### src/rtl/mul_pipe.sv
// Pipelined integer multiplier (u*u, s*s, s*u) with tag side-band, global stall and flush.
// Define MUL_PIPE_ACC_EN to add the in_acc/in_acc_op multiply-accumulate ports.
module mul_pipe #(
   parameter int WIDTH = 32,
   parameter int SPLIT = 16,
   parameter int TAG_W = 5
) (
   input  logic               clk,
   input  logic               rst,
   input  logic               flush,
   input  logic               in_valid,
   output logic               in_ready,
   input  logic [WIDTH-1:0]   in_a,
   input  logic [WIDTH-1:0]   in_b,
   input  logic [1:0]         in_mode,
   input  logic [TAG_W-1:0]   in_tag,
`ifdef MUL_PIPE_ACC_EN
   input  logic [2*WIDTH-1:0] in_acc,
   input  logic [1:0]         in_acc_op,
`endif
   output logic               out_valid,
   input  logic               out_ready,
   output logic [2*WIDTH-1:0] out_result,
   output logic [TAG_W-1:0]   out_tag,
   output logic               busy
);

   localparam int NCH = WIDTH / SPLIT;
   localparam int NPP = NCH * NCH;
   localparam int PW  = 2 * WIDTH;

   // s0 is the accept register; s1..s3 are the sign/magnitude, sub-product and sum stages.
   logic                      s0_valid_q, s1_valid_q, s2_valid_q, s3_valid_q;
   logic [WIDTH-1:0]          s0_a_q, s0_b_q;
   logic [1:0]                s0_mode_q;
   logic [TAG_W-1:0]          s0_tag_q, s1_tag_q, s2_tag_q, s3_tag_q;
   logic [WIDTH-1:0]          s1_a_q, s1_b_q, s1_a_d, s1_b_d;
   logic                      s1_neg_q, s1_neg_d, s2_neg_q;
   logic [NPP-1:0][2*SPLIT-1:0] s2_pp_q, s2_pp_d;
   logic [PW-1:0]             s3_result_q, s3_result_d, sum;
   logic                      a_sgn, b_sgn, stall;
`ifdef MUL_PIPE_ACC_EN
   logic [PW-1:0]             s0_acc_q, s1_acc_q, s2_acc_q;
   logic [1:0]                s0_aop_q, s1_aop_q, s2_aop_q;
`endif

   assign stall      = s3_valid_q & ~out_ready;
   assign in_ready   = ~stall;
   assign out_valid  = s3_valid_q;
   assign out_result = s3_result_q;
   assign out_tag    = s3_tag_q;
   assign busy       = s0_valid_q | s1_valid_q | s2_valid_q | s3_valid_q;

   always_comb begin
      a_sgn    = s0_a_q[WIDTH-1] & ((s0_mode_q == 2'b01) || (s0_mode_q == 2'b10));
      b_sgn    = s0_b_q[WIDTH-1] & (s0_mode_q == 2'b01);
      s1_a_d   = a_sgn ? -s0_a_q : s0_a_q;
      s1_b_d   = b_sgn ? -s0_b_q : s0_b_q;
      s1_neg_d = a_sgn ^ b_sgn;
   end

   always_comb begin
      s2_pp_d = '0;
      for (int i = 0; i < NCH; i++) begin
         for (int j = 0; j < NCH; j++) begin
            s2_pp_d[i*NCH+j] = {{SPLIT{1'b0}}, s1_a_q[i*SPLIT +: SPLIT]} *
                               {{SPLIT{1'b0}}, s1_b_q[j*SPLIT +: SPLIT]};
         end
      end
   end

   // Carries out of the top bit are dropped; the product always fits in PW bits.
   always_comb begin
      sum = '0;
      for (int i = 0; i < NCH; i++) begin
         for (int j = 0; j < NCH; j++) begin
            sum = sum + (PW'(s2_pp_q[i*NCH+j]) << (SPLIT * (i + j)));
         end
      end
      s3_result_d = s2_neg_q ? -sum : sum;
`ifdef MUL_PIPE_ACC_EN
      case (s2_aop_q)
         2'b01:   s3_result_d = s3_result_d + s2_acc_q;
         2'b10:   s3_result_d = s3_result_d - s2_acc_q;
         default: s3_result_d = s3_result_d;
      endcase
`endif
   end

   always_ff @(posedge clk) begin
      if (!rst) begin
         s0_valid_q  <= 1'b0;
         s1_valid_q  <= 1'b0;
         s2_valid_q  <= 1'b0;
         s3_valid_q  <= 1'b0;
         s3_result_q <= '0;
         s3_tag_q    <= '0;
      end else begin
         if (flush) begin
            s0_valid_q <= 1'b0;
            s1_valid_q <= 1'b0;
            s2_valid_q <= 1'b0;
            s3_valid_q <= 1'b0;
         end else if (!stall) begin
            s0_valid_q <= in_valid;
            s1_valid_q <= s0_valid_q;
            s2_valid_q <= s1_valid_q;
            s3_valid_q <= s2_valid_q;
         end
         // Output data only moves for real operations so it stays quiet between results.
         if (!stall && s2_valid_q) begin
            s3_result_q <= s3_result_d;
            s3_tag_q    <= s2_tag_q;
         end
      end
   end

   always_ff @(posedge clk) begin
      if (!stall) begin
         s0_a_q    <= in_a;
         s0_b_q    <= in_b;
         s0_mode_q <= in_mode;
         s0_tag_q  <= in_tag;
         s1_a_q    <= s1_a_d;
         s1_b_q    <= s1_b_d;
         s1_neg_q  <= s1_neg_d;
         s1_tag_q  <= s0_tag_q;
         s2_pp_q   <= s2_pp_d;
         s2_neg_q  <= s1_neg_q;
         s2_tag_q  <= s1_tag_q;
`ifdef MUL_PIPE_ACC_EN
         s0_acc_q  <= in_acc;
         s0_aop_q  <= in_acc_op;
         s1_acc_q  <= s0_acc_q;
         s1_aop_q  <= s0_aop_q;
         s2_acc_q  <= s1_acc_q;
         s2_aop_q  <= s1_aop_q;
`endif
      end
   end

endmodule
### config.mk
export PLATFORM = sky130hd
export DESIGN_NAME = mul_pipe
export DESIGN_NICKNAME = d
export VERILOG_FILES = /design/src/rtl/mul_pipe.sv
export SDC_FILE = /design/constraint.sdc
export NUM_CORES = 2
export LEC_CHECK = 0
export ABC_AREA = 1
export BUFFER_PORTS_ARGS = -buffer_cell sky130_fd_sc_hd__buf_4
export CAP_MARGIN = 20
export CELL_PAD_IN_SITES_DETAIL_PLACEMENT = 0
export CELL_PAD_IN_SITES_GLOBAL_PLACEMENT = 1
export CORE_MARGIN = 3
export CORE_UTILIZATION = 40
export DETAILED_ROUTE_END_ITERATION = 10
export PLACE_DENSITY = 0.79
export SLEW_MARGIN = 10
export SYNTH_ARGS = -nofsm -noshare
export SYNTH_HDL_FRONTEND = slang
export SYNTH_SLANG_ARGS = --single-unit
### constraint.sdc
create_clock -name clk -period 8.8 [get_ports clk]
set_clock_uncertainty 0.05 [all_clocks]
set_input_delay 1.76 -clock clk [delete_from_list [all_inputs] [get_ports clk]]
set_output_delay 1.76 -clock clk [all_outputs]
set_load 0.03 [all_outputs]
# Yosys cells after proc, flatten, opt, wreduce, memory -nomap -nowiden
# Cells that the tools add are included.
op_classes:
  addsub: 6
  n_mul: 4
  eq_ne: 2
  muxes: 3
  n_bitwise: 10
  reduce_logical: 4
op_table:
  columns: ["op", "count"]
  rows:
  - ["$mul A16 B16 Y32", 4]
  - ["$add A50 B64 Y64", 1]
  - ["$mux W32", 2]
  - ["$mux W64", 1]
  - ["$neg A32 Y32", 2]
  - ["$neg A64 Y64", 1]
  - ["$add A49 B48 Y50", 1]
  - ["$add A32 B48 Y49", 1]
  - ["$and A1 B1 Y1", 3]
  - ["$not A1 Y1", 3]
  - ["$or A1 B1 Y1", 3]
  - ["$eq A2 B1 Y1 const B", 1]
  - ["$eq A2 B2 Y1 const B", 1]
  - ["$reduce_or A2 Y1", 1]
  - ["$logic_and A1 B1 Y1", 1]
  - ["$logic_not A1 Y1", 1]
  - ["$logic_or A1 B1 Y1", 1]
  - ["$xor A1 B1 Y1", 1]
totals:
  regBits: 348
  inputBits: 76
  output_inout_bits: 72
  wordCells: 49

# Logic depth before layout (Yosys ltp)
depth:
  depth_word: 5
  ltp_mapped: 27
  mapped_depth_nobuf: 26

# Worst setup path before layout
# OpenSTA, ideal clock, no wires.
synth_timing:
  path_type: "input to output"
  start: "input port out_ready"
  end: "output port in_ready"
  arrival_ns: 7.357
  t_required_ns: 6.990
  setup_slack_ns: -0.367
  cell_stages: 2
  n_path_buf: 0
  cell_sequence: "nor2_1 -> inv_1"
synth_between:
  elab_chain_len: 3
synth_rtl:
  columns: ["element", "line_no", "text"]
  rows:
  - ["start, declared", "22", "input logic out_ready,"]
  - ["$not A1 Y1", "47", "assign stall = s3_valid_q & ~out_ready;"]
  - ["$and A1 B1 Y1", "47", null]
  - ["$not A1 Y1", "48", "assign in_ready = ~stall;"]
  - ["end, declared", "12", "output logic in_ready,"]
# No other way between the ends.

==> Flow_metrics.wiki <==
{| class="wikitable"
! Metric !! Value
|-
| Outcome || completed
|-
| Min Clock Period, post-route || ~7000 ps
|-
| Number of vias after detailed routing || 40900
|-
| Largest net degree at the start of global routing || 106
|-
| Share of synthesized registers carrying an async set or reset || 0%
|-
| Min Hold Slack || roughly 370 ps
|-
| Number of distinct standard cells referenced by the synthesized netlist || 50
|-
| Cell at the slowest stage of the critical path || sky130_fd_sc_hd__edfxtp_1
|-
| Placeable core area || 130000 um^2
|-
| Initial Util || 40.5%
|-
| First-pass DRT Iterations || 5
|-
| Remaining Overflow, GRT || 0
|-
| Portion of the post-synthesis area used by sequential elements || 18.4%
|-
| Kind of path behind the tightest hold check || reg2reg
|-
| Slew of the pin with the lowest slew margin || 1220 ps
|-
| Met3 Usage GRT || 2.73%
|-
| RSZ-0062 raised after global routing || no
|-
| Total of warnings raised by yosys || 0
|-
| Area share of the largest cell type after synthesis || 30.7%
|-
| Cells taking the most area after synthesis || sky130_fd_sc_hd__fa_1 31%, sky130_fd_sc_hd__edfxtp_1 16%, sky130_fd_sc_hd__nand2_1 12%
|-
| Synth-to-layout area growth || 8.39%
|-
| Final clock period utilization by the worst path || 81.1%
|-
| Level count of the clock H-tree || 2
|-
| Die outline width || about 370 um
|-
| Port Buf Inserts || about 150
|-
| Wire length of the first global-routing pass || 235000 um
|-
| Cell family with most CP delay || adder cells
|-
| Clock insertion delay at the later pin of the skew report || 620 ps
|-
| Net count, final || 7950
|-
| Hold Buf Count CTS || 0
|-
| Worst path buffer plus inverter count || 4
|-
| Cell accounting for the most synthesized area || sky130_fd_sc_hd__fa_1
|-
| Area of the die || roughly 140000 um^2
|-
| Setup TNS || 0 ps
|-
| Die outline height || 369 um
|-
| Number of setup buffers added after CTS || 0
|-
| Quantity of gates resized following cts || 0
|-
| Final wirelength || 145000 um
|-
| Ant diodes || 0
|-
| Mean instance size in the synthesized netlist || 8.02 um^2
|-
| Number of enable flip-flop cells after synthesis || 275
|-
| Most Crowded Layer GR || met2
|-
| Syn nets || 7912
|-
| Number of top-level pins || ~150
|-
| Worst Setup Path Type || reg2reg
|-
| Most common flop cell mapped by yosys || sky130_fd_sc_hd__edfxtp_1
|-
| CTS tree || built
|-
| Achievable frequency || about 0.14 GHz
|-
| Max Cap Viol || 0
|-
| Final-report hold violation count || 0
|-
| Ratio of cells with drive above 1 in the final layout || 5.81%
|-
| Num CTS Buffers || 41
|-
| Routability congestion estimate from global placement || ~0.90
|-
| Crit path cell chain || nand2_1, fa_1, fa_1, inv_1, fa_1, fa_1, fa_1, inv_1, fa_1, inv_1, ha_1, nand2_1, nor2_1, nand2_1, o21ai_0, a21boi_1, o21ai_0, a21boi_1, o21ai_0, nand2_1, inv_1, nor2_1, nand2_1, nand2_1
|-
| Count of fill cells added during filler insertion || 13200
|-
| Number of antenna violations at the first check in global routing || 0
|-
| Cell Area, Synth || 52700 um^2
|-
| Cell at the root of the clock tree || sky130_fd_sc_hd__clkbuf_16
|-
| Average detailed-routed wire length per instance || 17.3 um
|-
| Cell total after placement || 8312
|-
| Maximum net fanout on the critical path || 15
|-
| Clock slew at the register clock pins of the worst setup and hold paths || 60 ps
|-
| Clock Sinks || 348
|-
| GR Util met2 || 34.1%
|-
| Number of standard cells after synthesis || 6575
|-
| Global routing met1 resource utilization || 31.8%
|-
| CP endpoint kind || flop
|-
| Via density per instance || 4.87
|-
| Type of element launching the critical path || flop
|-
| Number of global-route vias before repair || 42400
|-
| Arr. time, crit path || roughly 7400 ps
|-
| DR DRC count || 0
|-
| Placement Rows || 132
|-
| HPWL after detailed placement || 117000 um
|-
| Buffer levels on the longest clock path || 3
|-
| Slew Limit Headroom || 18.9%
|-
| Number of antenna-violating nets in the routed design || 0
|-
| Global routing usage summed across all routing layers || a little over a fifth
|-
| Number of pins exceeding their max-slew limit in the final report || 0
|-
| Delay contributed by the slowest stage of the critical path || 1000 ps
|-
| Number of setup violations in the final report || 0
|-
| DR iter-0 viols || around 2700
|-
| Number of standard cells in the final layout excluding fillers || 8388
|-
| Flop and latch count out of synthesis || between 300 and 400
|-
| Data required time at the worst endpoint || 9090 ps
|}
## cells in the mapped netlist, types with 7 or more instances
cell and number:
sky130_fd_sc_hd__nand2_1 1751, sky130_fd_sc_hd__inv_1 1742, sky130_fd_sc_hd__fa_1 809, sky130_fd_sc_hd__ha_1 452
sky130_fd_sc_hd__nor2_1 285, sky130_fd_sc_hd__edfxtp_1 275, sky130_fd_sc_hd__clkbuf_1 223, sky130_fd_sc_hd__a21oi_1 180
sky130_fd_sc_hd__nand3_1 143, sky130_fd_sc_hd__xor2_1 137, sky130_fd_sc_hd__o21ai_0 123, sky130_fd_sc_hd__dfxtp_1 73
sky130_fd_sc_hd__xnor2_1 71, sky130_fd_sc_hd__nand4_1 44, sky130_fd_sc_hd__nor3_1 36, sky130_fd_sc_hd__nand2_2 30
sky130_fd_sc_hd__o211ai_1 21, sky130_fd_sc_hd__a31oi_1 16, sky130_fd_sc_hd__nor4_1 14, sky130_fd_sc_hd__nor2_2 13
sky130_fd_sc_hd__o221ai_1 13, sky130_fd_sc_hd__inv_2 12, sky130_fd_sc_hd__nand3_2 11, sky130_fd_sc_hd__a21o_1 10
sky130_fd_sc_hd__o21ai_1 10, sky130_fd_sc_hd__or2_2 10, sky130_fd_sc_hd__a21boi_0 9, sky130_fd_sc_hd__o21bai_1 8
sky130_fd_sc_hd__o21a_1 7
## cells in the final DEF (no fill, tap or decap), types with 7 or more instances in the layout
| cell | Yosys | layout |
|---|---|---|
| sky130_fd_sc_hd__inv_1 | 1742 | 1741 |
| sky130_fd_sc_hd__or2_2 | 10 | 10 |
| sky130_fd_sc_hd__nor4_1 | 14 | 14 |
| sky130_fd_sc_hd__nor3_1 | 36 | 36 |
| sky130_fd_sc_hd__a21oi_1 | 180 | 180 |
| sky130_fd_sc_hd__buf_4 | 0 | 222 |
| sky130_fd_sc_hd__ha_1 | 452 | 452 |
| sky130_fd_sc_hd__fa_1 | 809 | 809 |
| sky130_fd_sc_hd__dfxtp_1 | 73 | 73 |
| sky130_fd_sc_hd__edfxtp_1 | 275 | 275 |
| sky130_fd_sc_hd__inv_2 | 12 | 12 |
| sky130_fd_sc_hd__nand4_1 | 44 | 44 |
| sky130_fd_sc_hd__xor2_1 | 137 | 137 |
| sky130_fd_sc_hd__a31oi_1 | 16 | 16 |
| sky130_fd_sc_hd__o21bai_1 | 8 | 8 |
| sky130_fd_sc_hd__a21boi_0 | 9 | 9 |
| sky130_fd_sc_hd__nor2_2 | 13 | 13 |
| sky130_fd_sc_hd__nor2_4 | 6 | 7 |
| sky130_fd_sc_hd__clkbuf_16 | 0 | 43 |
| sky130_fd_sc_hd__nand2_1 | 1751 | 1751 |
| sky130_fd_sc_hd__clkinv_2 | 0 | 7 |
| sky130_fd_sc_hd__nor2_1 | 285 | 284 |
| sky130_fd_sc_hd__o21ai_0 | 123 | 123 |
| sky130_fd_sc_hd__nand3_1 | 143 | 143 |
| sky130_fd_sc_hd__xnor2_1 | 71 | 71 |
| sky130_fd_sc_hd__o221ai_1 | 13 | 13 |
| sky130_fd_sc_hd__o21ai_1 | 10 | 10 |
| sky130_fd_sc_hd__nand2_2 | 30 | 30 |
| sky130_fd_sc_hd__a21o_1 | 10 | 10 |
| sky130_fd_sc_hd__nand3_2 | 11 | 11 |
| sky130_fd_sc_hd__o211ai_1 | 21 | 21 |
| sky130_fd_sc_hd__o21a_1 | 7 | 7 |
## logic make-up (layout without fill, tap and decap cells)
family / Yosys count / count (layout) / share of synthesized area [%]
AO/OA/AOI/OAI: 417 / 417 / 4.47
XOR/XNOR: 209 / 209 / 3.49
adder cells (fa/ha/maj): 1261 / 1261 / 41.4
buffers and inverters: 1986 / 2057 / 14.1
flip-flops: 348 / 348 / 18.4
AND/OR/NAND/NOR: 2354 / 2354 / 18.0
## worst paths after layout
check | slack (ps) | endpoint | start | depth (start not counted)
max reg2reg | 1660 | s2_pp_q[92] | s1_a_q[18] | 24
min reg2reg | 370 | s1_tag_q[2] | s0_tag_q[2] | 0
max | 1660 | s2_pp_q[92] | s1_a_q[18] | 24
min | 370 | s1_tag_q[2] | s0_tag_q[2] | 0
## metrics by stage
step	cell area [um^2]	utilization, %	setup WS (ps)
global route	57100	43.9	1340
detailed placement	55700	42.8	1780
finish	57100	43.9	1660
global placement	55700	42.8	1890
floorplan	52700	-	1640
CTS	57100	43.9	1750
## registers in the layout (all words and copies together), names as in the netlist, 2 cells and up
register / flops
out_result: 64
out_tag: 5
s0_a_q: 32
s0_b_q: 32
s0_mode_q: 2
s0_tag_q: 5
s1_a_q: 32
s1_b_q: 32
s1_tag_q: 5
s2_pp_q: 128
s2_tag_q: 5
## routing by layer
layer	vias up	routed length, um
li1	19500	-
met1	20000	68600
met2	1143	63200
met3	189	8970
met4	0	4110
met5	-	0
## worst reg2reg max path, cell delays in order, from the launching register on
cell and delay, ps:
sky130_fd_sc_hd__edfxtp_1 1000, sky130_fd_sc_hd__nand2_1 420, sky130_fd_sc_hd__fa_1 580, sky130_fd_sc_hd__fa_1 490, sky130_fd_sc_hd__inv_1 50, sky130_fd_sc_hd__fa_1 500
sky130_fd_sc_hd__fa_1 440, sky130_fd_sc_hd__fa_1 490, sky130_fd_sc_hd__inv_1 50, sky130_fd_sc_hd__fa_1 470, sky130_fd_sc_hd__inv_1 40, sky130_fd_sc_hd__ha_1 370
sky130_fd_sc_hd__nand2_1 140, sky130_fd_sc_hd__nor2_1 140, sky130_fd_sc_hd__nand2_1 60, sky130_fd_sc_hd__o21ai_0 350, sky130_fd_sc_hd__a21boi_1 170, sky130_fd_sc_hd__o21ai_0 310
sky130_fd_sc_hd__a21boi_1 180, sky130_fd_sc_hd__o21ai_0 290, sky130_fd_sc_hd__nand2_1 80, sky130_fd_sc_hd__inv_1 70, sky130_fd_sc_hd__nor2_1 40, sky130_fd_sc_hd__nand2_1 70
sky130_fd_sc_hd__nand2_1 60
## area by class of cell
cell class	count	area, um^2	share of cell area [%]
multi-input cells	4241	35600	62.2
flip-flops and latches	348	9720	17.0
inverters	1758	6600	11.6
well taps	1742	2180	3.81
repair buffers	223	1690	2.95
clock buffers	52	1150	2.02
clock inverters	24	250	0.438
Power is not shown: default switching activity piles up to over one toggle a cycle in this logic, so the estimate is an artifact.
